$ cat src/rtl/uart_pkg.sv
// Shared UART types and limits.
// Used by the transmitter and its baud generator.
package uart_pkg;

  typedef enum logic [2:0] {
    IDLE,
    START,
    DATA,
    PARITY,
    STOP
  } tx_state_t;

  typedef enum logic [1:0] {
    PAR_NONE,
    PAR_EVEN,
    PAR_ODD
  } parity_t;

  localparam int UART_MAX_DATA_BITS = 8;

endpackage

$ cat src/rtl/uart_baud_gen.sv
// Baud tick generator: counts 0..CLKS_PER_BIT-1.
// Tick is issued on the terminal count while enabled.
module uart_baud_gen #(
  parameter int CLKS_PER_BIT = 16
) (
  input  logic clk,
  input  logic rst,
  input  logic clear,
  input  logic enable,
  output logic tick
);

  localparam int CW = $clog2(CLKS_PER_BIT);

  logic [CW-1:0] r_cnt;

  assign tick = enable &&
    (r_cnt == CW'(CLKS_PER_BIT - 1));

  // Bit-period counter, restarted on clear and at wrap.
  always_ff @(posedge clk or negedge rst) begin
    if (!rst) begin
      r_cnt <= '0;
    end else if (clear || tick) begin
      r_cnt <= '0;
    end else if (enable) begin
      r_cnt <= r_cnt + CW'(1);
    end
  end

endmodule

$ cat src/rtl/uart_tx_cfg.sv
// Parametrised UART transmitter with valid/ready input.
// Optional line break: define UART_TX_CFG_BREAK_EN.
module uart_tx_cfg
  import uart_pkg::*;
#(
  parameter int DATA_BITS    = 8,
  parameter int CLKS_PER_BIT = 16,
  parameter int PARITY_MODE  = 0,
  parameter int STOP_BITS    = 1
) (
  input  logic       clk,
  input  logic       rst,
  input  logic       tx_valid,
  input  logic [UART_MAX_DATA_BITS-1:0] tx_data,
`ifdef UART_TX_CFG_BREAK_EN
  input  logic       tx_break,
`endif
  output logic       tx_ready,
  output logic       tx,
  output logic       tx_done,
  output logic       busy
);

  localparam int BW = $clog2(DATA_BITS + 1);
  localparam parity_t PMODE =
    parity_t'(PARITY_MODE[1:0]);
  localparam logic [UART_MAX_DATA_BITS-1:0] DMASK =
    UART_MAX_DATA_BITS'((1 << DATA_BITS) - 1);

  if (DATA_BITS < 5 ||
      DATA_BITS > UART_MAX_DATA_BITS) begin : g_bad_db
    $error("uart_tx_cfg: DATA_BITS must be 5..8");
  end
  if (CLKS_PER_BIT < 2) begin : g_bad_cpb
    $error("uart_tx_cfg: CLKS_PER_BIT must be >= 2");
  end
  if (PARITY_MODE < 0 || PARITY_MODE > 2) begin : g_bad_par
    $error("uart_tx_cfg: PARITY_MODE must be 0..2");
  end
  if (STOP_BITS < 1 || STOP_BITS > 2) begin : g_bad_sb
    $error("uart_tx_cfg: STOP_BITS must be 1..2");
  end

  tx_state_t r_state, w_state;
  logic [UART_MAX_DATA_BITS-1:0] r_shift, w_shift;
  logic [BW-1:0] r_bit, w_bit;
  logic r_tx, w_tx;
  logic r_done, w_done;
  logic r_par, w_par;
  logic w_tick;
  logic w_accept;

  assign busy     = (r_state != IDLE);
  assign tx       = r_tx;
  assign tx_done  = r_done;
  assign w_accept = tx_valid && tx_ready;

`ifdef UART_TX_CFG_BREAK_EN
  logic r_brk;

  // Remembers a break seen last cycle so accept waits one clk.
  always_ff @(posedge clk or negedge rst) begin
    if (!rst) r_brk <= 1'b0;
    else      r_brk <= (r_state == IDLE) && tx_break;
  end

  assign tx_ready = (r_state == IDLE) &&
    !tx_break && !r_brk;
`else
  assign tx_ready = (r_state == IDLE);
`endif

  uart_baud_gen #(
    .CLKS_PER_BIT(CLKS_PER_BIT)
  ) u_baud (
    .clk   (clk),
    .rst   (rst),
    .clear (w_accept),
    .enable(busy),
    .tick  (w_tick)
  );

  // State and datapath registers.
  always_ff @(posedge clk or negedge rst) begin
    if (!rst) begin
      r_state <= IDLE;
      r_shift <= '0;
      r_bit   <= '0;
      r_tx    <= 1'b1;
      r_done  <= 1'b0;
      r_par   <= 1'b0;
    end else begin
      r_state <= w_state;
      r_shift <= w_shift;
      r_bit   <= w_bit;
      r_tx    <= w_tx;
      r_done  <= w_done;
      r_par   <= w_par;
    end
  end

  // Next state, next line level and frame bookkeeping.
  always_comb begin
    w_state = r_state;
    w_shift = r_shift;
    w_bit   = r_bit;
    w_tx    = r_tx;
    w_done  = 1'b0;
    w_par   = r_par;
    unique case (r_state)
      IDLE: begin
`ifdef UART_TX_CFG_BREAK_EN
        w_tx = !tx_break;
`else
        w_tx = 1'b1;
`endif
        if (w_accept) begin
          w_state = START;
          w_tx    = 1'b0;
          w_shift = tx_data;
          w_bit   = '0;
          w_par   = (^(tx_data & DMASK)) ^
                    (PMODE == PAR_ODD);
        end
      end
      START: begin
        if (w_tick) begin
          w_state = DATA;
          w_tx    = r_shift[0];
          w_shift = r_shift >> 1;
          w_bit   = '0;
        end
      end
      DATA: begin
        if (w_tick) begin
          if (r_bit == BW'(DATA_BITS - 1)) begin
            w_bit = '0;
            if (PMODE != PAR_NONE) begin
              w_state = PARITY;
              w_tx    = r_par;
            end else begin
              w_state = STOP;
              w_tx    = 1'b1;
            end
          end else begin
            w_bit   = r_bit + BW'(1);
            w_tx    = r_shift[0];
            w_shift = r_shift >> 1;
          end
        end
      end
      PARITY: begin
        if (w_tick) begin
          w_state = STOP;
          w_tx    = 1'b1;
          w_bit   = '0;
        end
      end
      STOP: begin
        if (w_tick) begin
          if (r_bit == BW'(STOP_BITS - 1)) begin
            w_state = IDLE;
            w_done  = 1'b1;
            w_bit   = '0;
          end else begin
            w_bit = r_bit + BW'(1);
          end
          w_tx = 1'b1;
        end
      end
      default: begin
        w_state = IDLE;
        w_tx    = 1'b1;
      end
    endcase
  end

endmodule

$ cat config.mk
export PLATFORM = sky130hd
export DESIGN_NAME = uart_tx_cfg
export DESIGN_NICKNAME = d
export VERILOG_FILES = /design/src/rtl/uart_pkg.sv /design/src/rtl/uart_baud_gen.sv /design/src/rtl/uart_tx_cfg.sv
export SDC_FILE = /design/constraint.sdc
export NUM_CORES = 1
export LEC_CHECK = 0
export ABC_AREA = 1
export BUFFER_PORTS_ARGS = -buffer_cell sky130_fd_sc_hd__buf_2
export CORE_UTILIZATION = 50
export CTS_CLUSTER_SIZE = 40
export DETAILED_ROUTE_END_ITERATION = 12
export PLACE_DENSITY = 0.78
export RECOVER_POWER = 25
export SYNTH_ARGS = -nofsm -noshare
export SYNTH_HDL_FRONTEND = slang
export SYNTH_SLANG_ARGS = --single-unit
$ cat constraint.sdc
create_clock -name clk -period 1.6 [get_ports clk]
set_clock_uncertainty 0.1 [all_clocks]
set_input_delay 0.16 -clock clk [delete_from_list [all_inputs] [get_ports clk]]
set_output_delay 0.16 -clock clk [all_outputs]
set_load 0.01 [all_outputs]
Yosys cells after proc, flatten, opt, wreduce, memory -nomap -nowiden
Cells that the tools add are included.
Storage, ports and cells
  input bits: 11
  flip-flop bits (word level): 21
  logic and storage cells: 70
  output and inout bits: 4
Cells by class
  add/sub/neg operators: 2
  multiplexer cells: 31
  reduce and logical (&&, ||, !) cells: 15
  equal/unequal tests: 16
Operators by type and width (number)
  two-way mux 4 bit: 8
  two-way mux 8 bit: 4
  one-hot mux 8 bit (3 select lines): 1
  two-way mux 3 bit: 7
  one-hot mux 4 bit (4 select lines): 1
  one-hot mux 3 bit (5 select lines): 1
  != test 2 x 1 -> 1 bit (second input constant): 7
  AND reduction 5 bit: 2
  adder 4 x 1 -> 4 bit (second input constant): 2
  two-way mux 1 bit: 8
  AND reduction 7 bit: 1
  == test 3 x 2 -> 1 bit (second input constant): 2
  != test 2 bit (second input constant): 3
  nonzero test 3 bit: 2
  == test 4 x 3 -> 1 bit (second input constant): 1
  == test 4 bit (second input constant): 1
  zero test 4 bit: 1
  one-hot mux 1 bit (4 select lines): 1
  nonzero test 4 bit: 1
  OR reduction 2 bit: 2
  == test 3 x 1 -> 1 bit (second input constant): 1
  == test 3 bit (second input constant): 1
  zero test 3 bit: 1
  AND reduction 3 bit: 1
  other kinds (3): 4

Depth between registers and ports, before layout
  depth after elaboration: 4
  depth in mapped cells: 8
  gate-level depth less buffers: 8

Hierarchy
Synthesis repeated with hierarchy kept, for this count alone.
Second synthesis, totals
  cell total of the unflattened synthesis: 181
  area, all modules: 1300.0 um^2
Modules (own cells, without submodules)
  uart_tx_cfg: area each 1081.0 um^2, cells each 152, instances 1, sequential area each 426.7 um^2
  uart_baud_gen: area each 219.0 um^2, cells each 29, instances 1, sequential area each 100.1 um^2

Worst setup path before layout
No wires, ideal clock.
  path kind: register -> register
  from: register u_baud.r_cnt[0]
  to: register r_shift[7]
  period minus slack after synthesis: 1.423 ns
  arrival time: 1.206 ns
  stages on the path, launching flop included: 8
  setup time: 0.118 ns
  path slack: 0.177 ns
  data required time: 1.382 ns
  path through: dfrtp_1 ha_1 nand3_1 nand2_4 nor2_4 nor2_8 nand3b_1 nand2_1
Between the ends
  word-level cells in the longest chain between the ends: 4
  elaborated cells on any way between the ends: 5
  classes of those cells: eq/ne: 3; reduce/logical: 2
RTL lines
  from (decl): RTL line uart_baud_gen.sv:15  | logic [CW-1:0] r_cnt;
  from (signal assigned): RTL line uart_baud_gen.sv:27  | r_cnt <= r_cnt + CW'(1);
  == test 4 bit (*): RTL line uart_baud_gen.sv:18  | (r_cnt == CW'(CLKS_PER_BIT - 1));
  logical AND 1 bit (*): RTL line uart_baud_gen.sv:17  | assign tick = enable &&
  != test 2 x 1 -> 1 bit (no source line)
  AND reduction 5 bit (no source line) (*)
  to (signal assigned): RTL line uart_tx_cfg.sv:94  | r_shift <= w_shift;
  to (decl): RTL line uart_tx_cfg.sv:45  | logic [UART_MAX_DATA_BITS-1:0] r_shift, w_shift;
Mark *: on every way between the ends. The rest lies on a longest branch, timed or not.
A chain may end at the register's enable or synchronous reset.

Worst setup path in the final report
  from: register r_state[0]
  to: register r_shift[6]
Between the ends
  word-level cells in the longest chain between the ends: 4
  elaborated cells on any way between the ends: 13
  classes of those cells: eq/ne: 6; mux: 1; reduce/logical: 6
RTL lines
  from (decl): RTL line uart_tx_cfg.sv:44  | tx_state_t r_state, w_state;
  from (signal assigned): RTL line uart_tx_cfg.sv:93  | r_state <= w_state;
  nonzero test 3 bit / zero test 3 bit (equally long branches)
  logical AND 1 bit, on equally long branches: RTL line uart_baud_gen.sv:17, uart_tx_cfg.sv:56
  != test 2 x 1 -> 1 bit (no source line)
  AND reduction 5 bit (no source line)
Parallel ways exist; a longest one is shown, timed or not.

==> reports/results.txt <==
Syn Inst Count - 166
dpl cell area - 1381 sq um
area of the die - 2753 sq um
initial antenna violation count - 0
drt drc - 0
dpl hpwl - 1.924 mm
status - complete, no violations
Ys Warns - 0
CTS Buf Count - 3
drt initial violations - 26
critical path class - flip-flop to flip-flop
first-pass GRT wire length - 4.388 mm
crit end category - flip-flop
Post-Syn Area - 1274 sq um
DRT Pass-1 Iters - 4
max-cap viol count - 0
Crit Path Max Fanout - 9
worst hold slack - 0.009330 ns
CTS tree - done
pre-CTS setup slack - 0.03731 ns
fin crit share - 0.9553
required time worst endpoint - 1.75 ns
Clock Tree Root - clkbuf_4
Synth Register Bits - 21
final hold violation count - 0
number of cell rows - 17
port bufs - 14
Final Slew Violations - 0
Hold Crit Class - primary input to flip-flop
grt ovf - 0
largest net degree at the start of global routing - 22
RePlAce Congestion - 0.8926
Filler Cell Count - 203
clk buf depth - 2
Inserted Diodes - 0
Die Wd - 52.47 microns
DR vias/cell - 5.395
vias in the first global route - 1,080
slew margin rel. - 0.6839
Pwr Density - 2052 nW/um^2
GRT Util Overall - 0.2157
core area - 2297 sq um
Syn-to-layout area delta - 14.44%
max frequency - 654.3 MHz
Skew-Pair Late Insertion Delay - 0.30 ns
Least-Margin Pin Slew - 0.4741 ns
Post-Syn Area per Cell - 7.673 sq um
design area - 1458 sq um
maximum vdd drop - 1.281 mV
post-layout net count - 202
min Tclk post-route - 1.528 ns
Avg WL per Cell - 12.80 microns
CTS H-tree depth - 1
Distinct cells, synth - 25
Leak - 0.7834 nW
Die Y - 52.47 microns
post-synthesis sequential area ratio - 0.4136
worst path arrival time - 1.67 ns
Ports - 15
Initial Utilization - 0.5545
crit start category - flip-flop
CTS clk-pin slew, worst paths - 0.12 ns
Setup Viol. Count Final - 0
via count - 1,160
ANT nets after route - 0
final wirelength - 2.753 mm
Sink Count - 21
syn nets - 180
final worst setup slack - 0.07155 ns
layout cells sized above 1 - 0.2299
## metal layers
metal	track usage	vias up	routed length, microns
met5	0	-	0
met4	0.08333	0	23
met3	0.03478	4	108
met2	0.3608	33	1353
met1	0.2762	540	1268
li1	-	583	-
## state kept, by name (all words and copies together) (netlist names)
name and flops:
r_shift 8, r_bit 4, u_baud.r_cnt 4, r_state 3
tx 1, tx_done 1
## final timing paths
kind	endpoint	start	slack, ns	cells past startpoint
setup / recovery	r_shift[6]	r_state[0]	0.07	8
hold / removal	r_state[0]	tx_valid	0.009	3
setup reg to reg	r_shift[6]	r_state[0]	0.07	8
hold reg to reg	r_shift[0]	r_shift[0]	0.39	2
max in group asynchronous	tx	rst	0.83	2
min in group asynchronous	r_bit[2]	rst	0.23	2
## through the flow
step / TNS (ns) / util / power [mW] / std cells
finish: 0 / 0.6345 / 2.992 / 215
global route: -0.1312 / 0.6345 / 3.256 / 215
floorplan: 0 / - / 2.195 / 166
CTS: 0 / 0.6204 / 2.892 / 214
detailed placement: 0 / 0.6013 / 2.610 / 208
global placement: 0 / 0.6013 / 2.535 / 208
## layout by cell type (no fill, tap or decap), types with 2 or more instances in the layout
master     n
a21oi_1    3
buf_2     14
buf_4      3
clkbuf_4   3
dfrtp_1   17
dfrtp_2    3
ha_1       3
inv_1     13
inv_2      2
inv_4      2
nand2_1   62
nand2_4    3
nand3_1   15
nand3_2    2
nand3_4    2
nand4_1    5
nor2_1     8
nor2_2     2
nor2_4     2
nor3_1     2
o21ai_0    8
## report_power, final
| group | switching (mW) | internal, mW |
|---|---|---|
| Clock | 0.160 | 0.0972 |
| Sequential | 0.176 | 0.750 |
| Combinational | 1.18 | 0.631 |
## timing repair
action / CTS / global route
buffers inserted: 1 / 1
hold buffers: 1 / 0
cloned: 0 / 0
pin swaps: 1 / 1
hold endpoints to repair: 20 / 0
setup endpoints to repair: 1 / 12
gates resized for setup: 0 / 12
## logic make-up (layout without fill, tap and decap cells)
group,Yosys count,after routing,share of synthesized area
adder cells (fa/ha/maj),3,3,0.02947
XOR/XNOR,2,2,0.01375
AND/OR/NAND/NOR,107,107,0.4273
buffers and inverters,18,39,0.05402
flip-flops,21,21,0.4136
AO/OA/AOI/OAI,15,15,0.06188
## Yosys cell counts (all sizes together)
master   n  area share
a21oi    3       0.012
buf      1      0.0039
dfrtp   20        0.39
dfstp    1       0.021
ha       3       0.029
inv     17       0.050
nand2   66        0.21
nand3   19       0.098
nand3b   2       0.022
nand4    5       0.025
nor2    13       0.063
nor3     2      0.0079
o211ai   1      0.0059
o21ai   10       0.039
o22ai    1      0.0049
xnor2    1      0.0069
xor2     1      0.0069
## worst max-delay path, cell delays in order, from the launching register on
cell and delay (ns):
dfrtp_2 0.48, nor2_4 0.15, buf_4 0.16, nand3b_4 0.15, nand2_4 0.14, inv_2 0.05
nand3_4 0.09, nand2_1 0.08, nand2_1 0.07
## final cells by class
class,count,area [sq um],share of cell area
clock buffers,4,26.28,0.01803
well taps,28,35.03,0.02403
repair buffers,18,102.6,0.07039
multi-input cells,127,694.4,0.4764
flip-flops and latches,21,530.5,0.3639
inverters,17,68.82,0.04721
Note: power is estimated with default switching activity, not from simulation.
